### config.mk
export PLATFORM = sky130hd
export DESIGN_NAME = svf_ctrl_flat
export DESIGN_NICKNAME = d
export VERILOG_FILES = /design/src/rtl/svf_ctrl_if.sv /design/src/rtl/svf_ctrl.sv /design/src/flat_wrapper.sv
export SDC_FILE = /design/constraint.sdc
export NUM_CORES = 1
export LEC_CHECK = 0
export BUFFER_PORTS_ARGS = -buffer_cell sky130_fd_sc_hd__buf_2
export CAP_MARGIN = 40
export CORE_AREA = 2 2 125 66
export DETAILED_ROUTE_END_ITERATION = 10
export DIE_AREA = 0 0 127 68
export PLACE_DENSITY = 0.86
export SLEW_MARGIN = 20
export SYNTH_ARGS = -nofsm -noshare
export SYNTH_HDL_FRONTEND = slang
export SYNTH_SLANG_ARGS = --single-unit
### constraint.sdc
create_clock -name clk -period 8.7 [get_ports clk]
set_clock_uncertainty 0.05 [all_clocks]
set_input_delay 0 -clock clk [delete_from_list [all_inputs] [get_ports clk]]
set_output_delay 0 -clock clk [all_outputs]
set_load 0.005 [all_outputs]
### src/rtl/svf_ctrl_if.sv
// Register write bus for the SVF control block.
// The master drives the write strobe, address and data. The slave receives them.
interface svf_ctrl_if;
  logic       wr_en;
  logic [1:0] wr_addr;
  logic [7:0] wr_data;

  modport master (output wr_en, output wr_addr, output wr_data);
  modport slave  (input  wr_en, input  wr_addr, input  wr_data);
endinterface

### src/rtl/svf_ctrl.sv
// State-variable filter sequencer: generates the sample strobe, slews the cutoff coefficient,
// sequences filter flush/reset, and mixes the HP/BP/LP taps into one saturated registered sample.
module svf_ctrl #(
  parameter int unsigned CLK_DIV      = 32,
  parameter int unsigned FLUSH_CYCLES = 2
) (
  input  logic         clk,
  input  logic         rst,
  svf_ctrl_if.slave    bus,
  input  logic [7:0]   audio_in,
  input  logic [7:0]   filt_hp,
  input  logic [7:0]   filt_bp,
  input  logic [7:0]   filt_lp,
  output logic [7:0]   svf_audio_in,
  output logic         sample_valid,
  output logic [10:0]  alpha1,
  output logic [1:0]   alpha2,
  output logic         svf_rst,
  output logic [7:0]   audio_out,
  output logic         running
);

  localparam int unsigned DivW = $clog2(CLK_DIV);
  localparam int unsigned FlW  = $clog2(FLUSH_CYCLES + 1);

  localparam logic [1:0] StIdle  = 2'd0;
  localparam logic [1:0] StRun   = 2'd1;
  localparam logic [1:0] StFlush = 2'd2;

  logic [1:0]      state_q, state_d;
  logic [FlW-1:0]  fcnt_q, fcnt_d;
  logic [DivW-1:0] div_q, div_d;
  logic [7:0]      target_q, slew_q, scnt_q, scnt_d, cur_fc_q, cur_fc_d;
  logic [5:0]      cfg_q;
  logic [1:0]      alpha2_q;
  logic [7:0]      audio_out_q, mix;
  logic            svf_rst_q, running_q;
  logic            ctrl_wr, slew_wr;
  logic [8:0]      scnt_inc;
  logic signed [9:0] sum;

  assign ctrl_wr = bus.wr_en && (bus.wr_addr == 2'd3);
  assign slew_wr = bus.wr_en && (bus.wr_addr == 2'd2);

  assign sample_valid = (state_q == StRun) && (div_q == DivW'(CLK_DIV - 1));
  assign svf_audio_in = audio_in;
  assign alpha1       = {cur_fc_q, 3'b000};
  assign alpha2       = alpha2_q;
  assign svf_rst      = svf_rst_q;
  assign audio_out    = audio_out_q;
  assign running      = running_q;

  always_comb begin
    state_d = state_q;
    fcnt_d  = '0;
    case (state_q)
      StIdle: begin
        if (ctrl_wr && bus.wr_data[0]) state_d = bus.wr_data[1] ? StFlush : StRun;
      end
      StRun: begin
        if (ctrl_wr) begin
          if (!bus.wr_data[0])     state_d = StIdle;
          else if (bus.wr_data[1]) state_d = StFlush;
        end
      end
      StFlush: begin
        if (ctrl_wr && !bus.wr_data[0]) begin
          state_d = StIdle;
        end else if (ctrl_wr && bus.wr_data[1]) begin
          fcnt_d = '0;  // re-flush restarts the hold count
        end else if (fcnt_q == FlW'(FLUSH_CYCLES - 1)) begin
          state_d = StRun;
        end else begin
          fcnt_d = fcnt_q + FlW'(1);
        end
      end
      default: state_d = StIdle;
    endcase
  end

  // Divider runs only while staying in RUN, so entry always starts a full period.
  always_comb begin
    div_d = '0;
    if (state_q == StRun && state_d == StRun) begin
      div_d = (div_q == DivW'(CLK_DIV - 1)) ? '0 : div_q + DivW'(1);
    end
  end

  always_comb begin
    scnt_inc = {1'b0, scnt_q} + 9'd1;
    scnt_d   = scnt_q;
    cur_fc_d = cur_fc_q;
    if (sample_valid) begin
      if (slew_q == 8'd0) begin
        cur_fc_d = target_q;
      end else if (scnt_inc == {1'b0, slew_q}) begin
        scnt_d = 8'd0;
        if (cur_fc_q < target_q)      cur_fc_d = cur_fc_q + 8'd1;
        else if (cur_fc_q > target_q) cur_fc_d = cur_fc_q - 8'd1;
      end else begin
        scnt_d = scnt_inc[7:0];
      end
    end
    if (slew_wr || state_d != StRun) scnt_d = 8'd0;
  end

  always_comb begin
    sum = 10'sd0;
    if (cfg_q[0]) sum = sum + {{2{filt_lp[7]}}, filt_lp};
    if (cfg_q[1]) sum = sum + {{2{filt_bp[7]}}, filt_bp};
    if (cfg_q[2]) sum = sum + {{2{filt_hp[7]}}, filt_hp};
    if (cfg_q[5])               mix = audio_in;
    else if (sum > 10'sd127)    mix = 8'h7F;
    else if (sum < -10'sd128)   mix = 8'h80;
    else                        mix = sum[7:0];
  end

  always_ff @(posedge clk or posedge rst) begin
    if (rst) begin
      state_q     <= StIdle;
      fcnt_q      <= '0;
      div_q       <= '0;
      target_q    <= 8'd0;
      cfg_q       <= 6'd0;
      slew_q      <= 8'd0;
      scnt_q      <= 8'd0;
      cur_fc_q    <= 8'd0;
      alpha2_q    <= 2'd0;
      audio_out_q <= 8'd0;
      svf_rst_q   <= 1'b1;
      running_q   <= 1'b0;
    end else begin
      state_q   <= state_d;
      fcnt_q    <= fcnt_d;
      div_q     <= div_d;
      scnt_q    <= scnt_d;
      cur_fc_q  <= cur_fc_d;
      svf_rst_q <= (state_d != StRun);
      running_q <= (state_d == StRun);
      if (bus.wr_en) begin
        case (bus.wr_addr)
          2'd0:    target_q <= bus.wr_data;
          2'd1:    cfg_q    <= bus.wr_data[5:0];
          2'd2:    slew_q   <= bus.wr_data;
          default: ;
        endcase
      end
      if (sample_valid) begin
        alpha2_q    <= cfg_q[4:3];
        audio_out_q <= mix;
      end
    end
  end

endmodule

### src/flat_wrapper.sv
// flat-port wrapper written by rule: the top's interface ports become plain ports
module svf_ctrl_flat 
#(
  parameter int unsigned CLK_DIV      = 32,
  parameter int unsigned FLUSH_CYCLES = 2
)
  (clk, rst, audio_in, filt_hp, filt_bp, filt_lp, svf_audio_in, sample_valid, alpha1, alpha2, svf_rst, audio_out, running, bus_wr_en, bus_wr_addr, bus_wr_data);
  svf_ctrl_if bus_i ();
  input  logic clk;
  input  logic rst;
  input  logic [7:0] audio_in;
  input  logic [7:0] filt_hp;
  input  logic [7:0] filt_bp;
  input  logic [7:0] filt_lp;
  output logic [7:0] svf_audio_in;
  output logic sample_valid;
  output logic [10:0] alpha1;
  output logic [1:0] alpha2;
  output logic svf_rst;
  output logic [7:0] audio_out;
  output logic running;
  input wire logic [$bits(bus_i.wr_en)-1:0] bus_wr_en;
  input wire logic [$bits(bus_i.wr_addr)-1:0] bus_wr_addr;
  input wire logic [$bits(bus_i.wr_data)-1:0] bus_wr_data;
  assign bus_i.wr_en = bus_wr_en;
  assign bus_i.wr_addr = bus_wr_addr;
  assign bus_i.wr_data = bus_wr_data;
  svf_ctrl #(.CLK_DIV(CLK_DIV), .FLUSH_CYCLES(FLUSH_CYCLES)) u_core (.clk(clk), .rst(rst), .bus(bus_i), .audio_in(audio_in), .filt_hp(filt_hp), .filt_bp(filt_bp), .filt_lp(filt_lp), .svf_audio_in(svf_audio_in), .sample_valid(sample_valid), .alpha1(alpha1), .alpha2(alpha2), .svf_rst(svf_rst), .audio_out(audio_out), .running(running));
endmodule
==> summary.log <==
qor: finish.mostFrequentLayoutCells 73 x sky130_fd_sc_hd__buf_2, 58 x sky130_fd_sc_hd__dfrtp_1, 55 x sky130_fd_sc_hd__nand2_1, 44 x sky130_fd_sc_hd__o21ai_0, 34 x sky130_fd_sc_hd__ha_1
qor: logic_synthesis.post_synth.cell_area_avg 9.05 sq um
qor: route.postRouteAntennaNets 0
qor: placement.worst_slack_at_placement 4240 ps
qor: setup_path.timing.critical_path.required 8850 ps
qor: timing.report.final.setup_viol 0
qor: logic_synthesis.synth_cell_type_count 71
qor: route.wirelength 12000 um
qor: global_routing.wire_length_of_the_first_global_routing_pass 19400 um
qor: placement.gpl.final_weighted_congestion 0.919
qor: logic_synthesis.ys.warnings.count 0
qor: floorplan.initial_core_util 57.5%
qor: placement.numPortBuffers 73
qor: timing.timing.final.max_slew_violations 0
qor: pwr.report.power.total 0.991 mW
qor: setup_path.worstSetupStartpointType register
qor: floorplan.die_h 68 um
qor: logic_synthesis.ys_top_cells_by_area sky130_fd_sc_hd__dfrtp_1 33%, sky130_fd_sc_hd__ha_1 9.7%, sky130_fd_sc_hd__o21ai_0 5.0%, sky130_fd_sc_hd__nand2_1 4.7%, sky130_fd_sc_hd__mux2_2 4.4%
qor: timing.tns 0 ps
qor: timing.max_clock_freq 220 MHz
qor: timing.setup_slack 4150 ps
qor: logic_synthesis.syn-cell-area 4400 sq um
qor: timing.hold_violations 0
qor: clocking.cts.sinks 59
qor: worst_hold_path.hold_class input pin to register
qor: pwr.vdd.ir_drop.worst 174 uV
qor: finish.antennaDiodeCount 0
qor: finish.area_growth 16.7%
qor: setup_path.worst_setup_path_type register to register
qor: floorplan.coreArea 7650 sq um
qor: logic_synthesis.dominantRegCellSynth sky130_fd_sc_hd__dfrtp_1
qor: floorplan.die_w 127 um
qor: pwr.power-per-cell-area 193 nW/um^2
qor: route.vias_per_cell 6.08
qor: finish.nFillCells 570
qor: clocking.cts.reportedPaths.clkPinSlew 60 ps
qor: route.detail_route.iter0.violations 342
qor: route.firstDrtPassIters 5
qor: flow_run.number_of_max_cap_violations 0
qor: floorplan.row_count 23
qor: pwr.internal_power 0.638 mW
qor: logic_synthesis.seq_area_frac_synth 33.6%
qor: global_routing.grt_max_degree 60
qor: finish.nets_final 642
qor: setup_path.critPathTopFamily compound AO/OA/AOI/OAI gates
qor: finish.final_common_cell sky130_fd_sc_hd__buf_2
qor: pwr.power.combinational.fraction 33.0%
qor: logic_synthesis.number_of_flops_mapped_to_enable_cells_by_yosys 0
qor: floorplan.floorplan.io_pins 77
qor: route.routed_wire_length_per_instance 18.0 um
qor: logic_synthesis.yosysTopAreaCellShare 33.0%
qor: timing.post-route-min-period 4550 ps
qor: logic_synthesis.synthCells 486
qor: pwr.switching_share 35.6%
qor: setup_path.path_buf_inv 1
qor: pwr.clock_power_share 32.4%
qor: route.vias 4046
qor: pwr.leakagePower 2.47 nW
qor: setup_path.path_max_fanout 12
qor: pwr.seqPwrFrac 34.6%
qor: setup_path.timing.reg2reg.setup_slack 4150 ps
qor: finish.post_route_cells_drive_above_1_share 22.7%
qor: clocking.tritoncts_clock_tree yes
qor: clocking.clock_path_buffers 2
qor: setup_path.slowest_cell_on_the_critical_path sky130_fd_sc_hd__dfrtp_1
qor: global_routing.aggregate_global_route_resource_usage 29.4%
qor: global_routing.grt_pass1_vias 3948
qor: setup_path.timing.critical_path.cells and2_1 -> ha_1 -> inv_1 -> fa_1 -> nor2b_1 -> o31ai_1 -> o2111ai_1 -> xor2_1 -> mux2_2 -> ha_1 -> o21ai_0 -> a31oi_1 -> or3_1 -> a21oi_1 -> o21ai_1 -> o2bb2ai_2 -> a21oi_1
qor: setup_path.max_stage_delay 560 ps
qor: floorplan.design.die.area 8640 sq um
qor: logic_synthesis.post-synth-top-area-cell sky130_fd_sc_hd__dfrtp_1
qor: logic_synthesis.ys_ff_latch 59
qor: logic_synthesis.synthArstFlopShare 100%
qor: clocking.cts_root_buf sky130_fd_sc_hd__clkbuf_16
qor: status.outcome finished clean
qor: setup_path.arrival 4700 ps
qor: clocking.clock_tree.htree_level_count 3
qor: clocking.tritoncts.num_buffers 9
qor: timing.tightestPinTransition 788 ps
qor: timing.rsz0062_at_grt false
qor: clocking.clk_latency 340 ps
qor: timing.final.period_utilization 52.3%
qor: global_routing.antenna_found_initial 0
qor: route.drc 0
qor: finish.postLayoutCoreUtil 67.1%
qor: pwr.power.net_switching 0.353 mW
qor: global_routing.grt_remaining_overflow 0
qor: setup_path.worstSetupEndpointType register
qor: timing.worst_slew_margin_rel 47.5%
qor: placement.place.detailed.hpwl 8840 um
==> flip-flops by register name, indices dropped and copies added, names as in the netlist <==
name              count
u_core.state_q        2
u_core.audio_out      8
u_core.running        1
u_core.div_q          5
u_core.fcnt_q         2
u_core.alpha2         2
u_core.cfg_q          6
u_core.scnt_q         8
u_core.cur_fc_q       8
u_core.slew_q         8
u_core.target_q       8
u_core.svf_rst        1
==> final timing paths <==
| kind | from | end | cells past startpoint |
|---|---|---|---|
| max | u_core.cfg_q[0] | u_core.audio_out[1] | 17 |
| min | audio_in[0] | u_core.audio_out[0] | 4 |
| max reg2reg | u_core.cfg_q[0] | u_core.audio_out[1] | 17 |
| min reg2reg | u_core.fcnt_q[0] | u_core.fcnt_q[0] | 1 |
| max in group asynchronous | rst | u_core.cur_fc_q[5] | 4 |
| min in group asynchronous | rst | u_core.running | 4 |
==> metal layers <==
| layer | vias to the layer above | GRT usage [%] | wire length (um) |
|---|---|---|---|
| met5 | - | 0 | 0 |
| met4 | 0 | 13.0 | 317 |
| met3 | 46 | 7.35 | 1040 |
| met2 | 199 | 45.2 | 5240 |
| met1 | 1934 | 39.9 | 5380 |
| li1 | 1867 | - | - |
==> repair_timing <==
item	4_1_cts	5_1_grt
hold buffers	10	0
buffers inserted	0	0
endpoints found under the hold margin	82	0
gates resized for setup	0	0
==> cells in the mapped netlist (5+ instances only) <==
| cell | n |
|---|---|
| sky130_fd_sc_hd__dfrtp_1 | 58 |
| sky130_fd_sc_hd__mux2_2 | 17 |
| sky130_fd_sc_hd__ha_1 | 34 |
| sky130_fd_sc_hd__and2_1 | 9 |
| sky130_fd_sc_hd__nor2b_1 | 7 |
| sky130_fd_sc_hd__inv_1 | 27 |
| sky130_fd_sc_hd__clkbuf_1 | 9 |
| sky130_fd_sc_hd__xor2_1 | 12 |
| sky130_fd_sc_hd__nor2_1 | 27 |
| sky130_fd_sc_hd__o21ai_1 | 5 |
| sky130_fd_sc_hd__a21oi_1 | 32 |
| sky130_fd_sc_hd__buf_4 | 11 |
| sky130_fd_sc_hd__a21o_1 | 9 |
| sky130_fd_sc_hd__xnor2_1 | 19 |
| sky130_fd_sc_hd__nand3_1 | 11 |
| sky130_fd_sc_hd__o21ai_0 | 44 |
| sky130_fd_sc_hd__o211ai_1 | 9 |
| sky130_fd_sc_hd__nand2b_1 | 7 |
| sky130_fd_sc_hd__nand2_1 | 55 |
| sky130_fd_sc_hd__nand3b_1 | 10 |
==> metrics by stage <==
stage	hold WS [ps]	area [sq um]	std cells
final	13.1	5140	665
after global routing	42.2	5140	665
after CTS	9.38	5140	665
after detailed placement	132	4770	639
after global placement	132	4770	639
after floorplan	30.8	4410	488
==> worst register-to-register path, delay by kind of cell (launching register included) <==
kind	cells	cell delay (ps)
compound gates	8	1660
fa+ha+maj	3	890
simple gates	3	780
flops	1	560
mux	1	300
xor+xnor	1	120
buf+inv	1	50
==> power by group through the flow <==
| stage | Clock (mW) | Sequential [mW] | Combinational [mW] |
|---|---|---|---|
| floorplan | 0 | 0.325 | 0.251 |
| global placement | 0 | 0.342 | 0.295 |
| detailed placement | 0 | 0.344 | 0.312 |
| CTS | 0.323 | 0.341 | 0.322 |
| global route | 0.334 | 0.346 | 0.360 |
| finish | 0.321 | 0.343 | 0.327 |
==> layout make-up <==
class | instances | area (sq um) | area share (%)
clock buffers | 9 | 225 | 4.38
multi-input cells | 378 | 2680 | 52.2
flip-flops and latches | 59 | 1480 | 28.8
clock inverters | 7 | 45.0 | 0.877
inverters | 27 | 101 | 1.97
repair buffers | 85 | 480 | 9.35
well taps | 100 | 125 | 2.44
==> cells by family (layout without fill, tap and decap cells) <==
logic type / count (synthesis) / after routing / share of synthesized area [%]
multiplexers: 19 / 19 / 4.81
adder cells (fa/ha/maj): 38 / 38 / 11.3
other: 1 / 3 / 0.0852
buffers and inverters: 51 / 128 / 5.66
flip-flops: 59 / 59 / 33.6
XOR/XNOR: 32 / 32 / 6.71
AND/OR/NAND/NOR: 152 / 152 / 17.6
AO/OA/AOI/OAI: 134 / 134 / 20.3
Note: power is estimated with default switching activity, not from simulation.
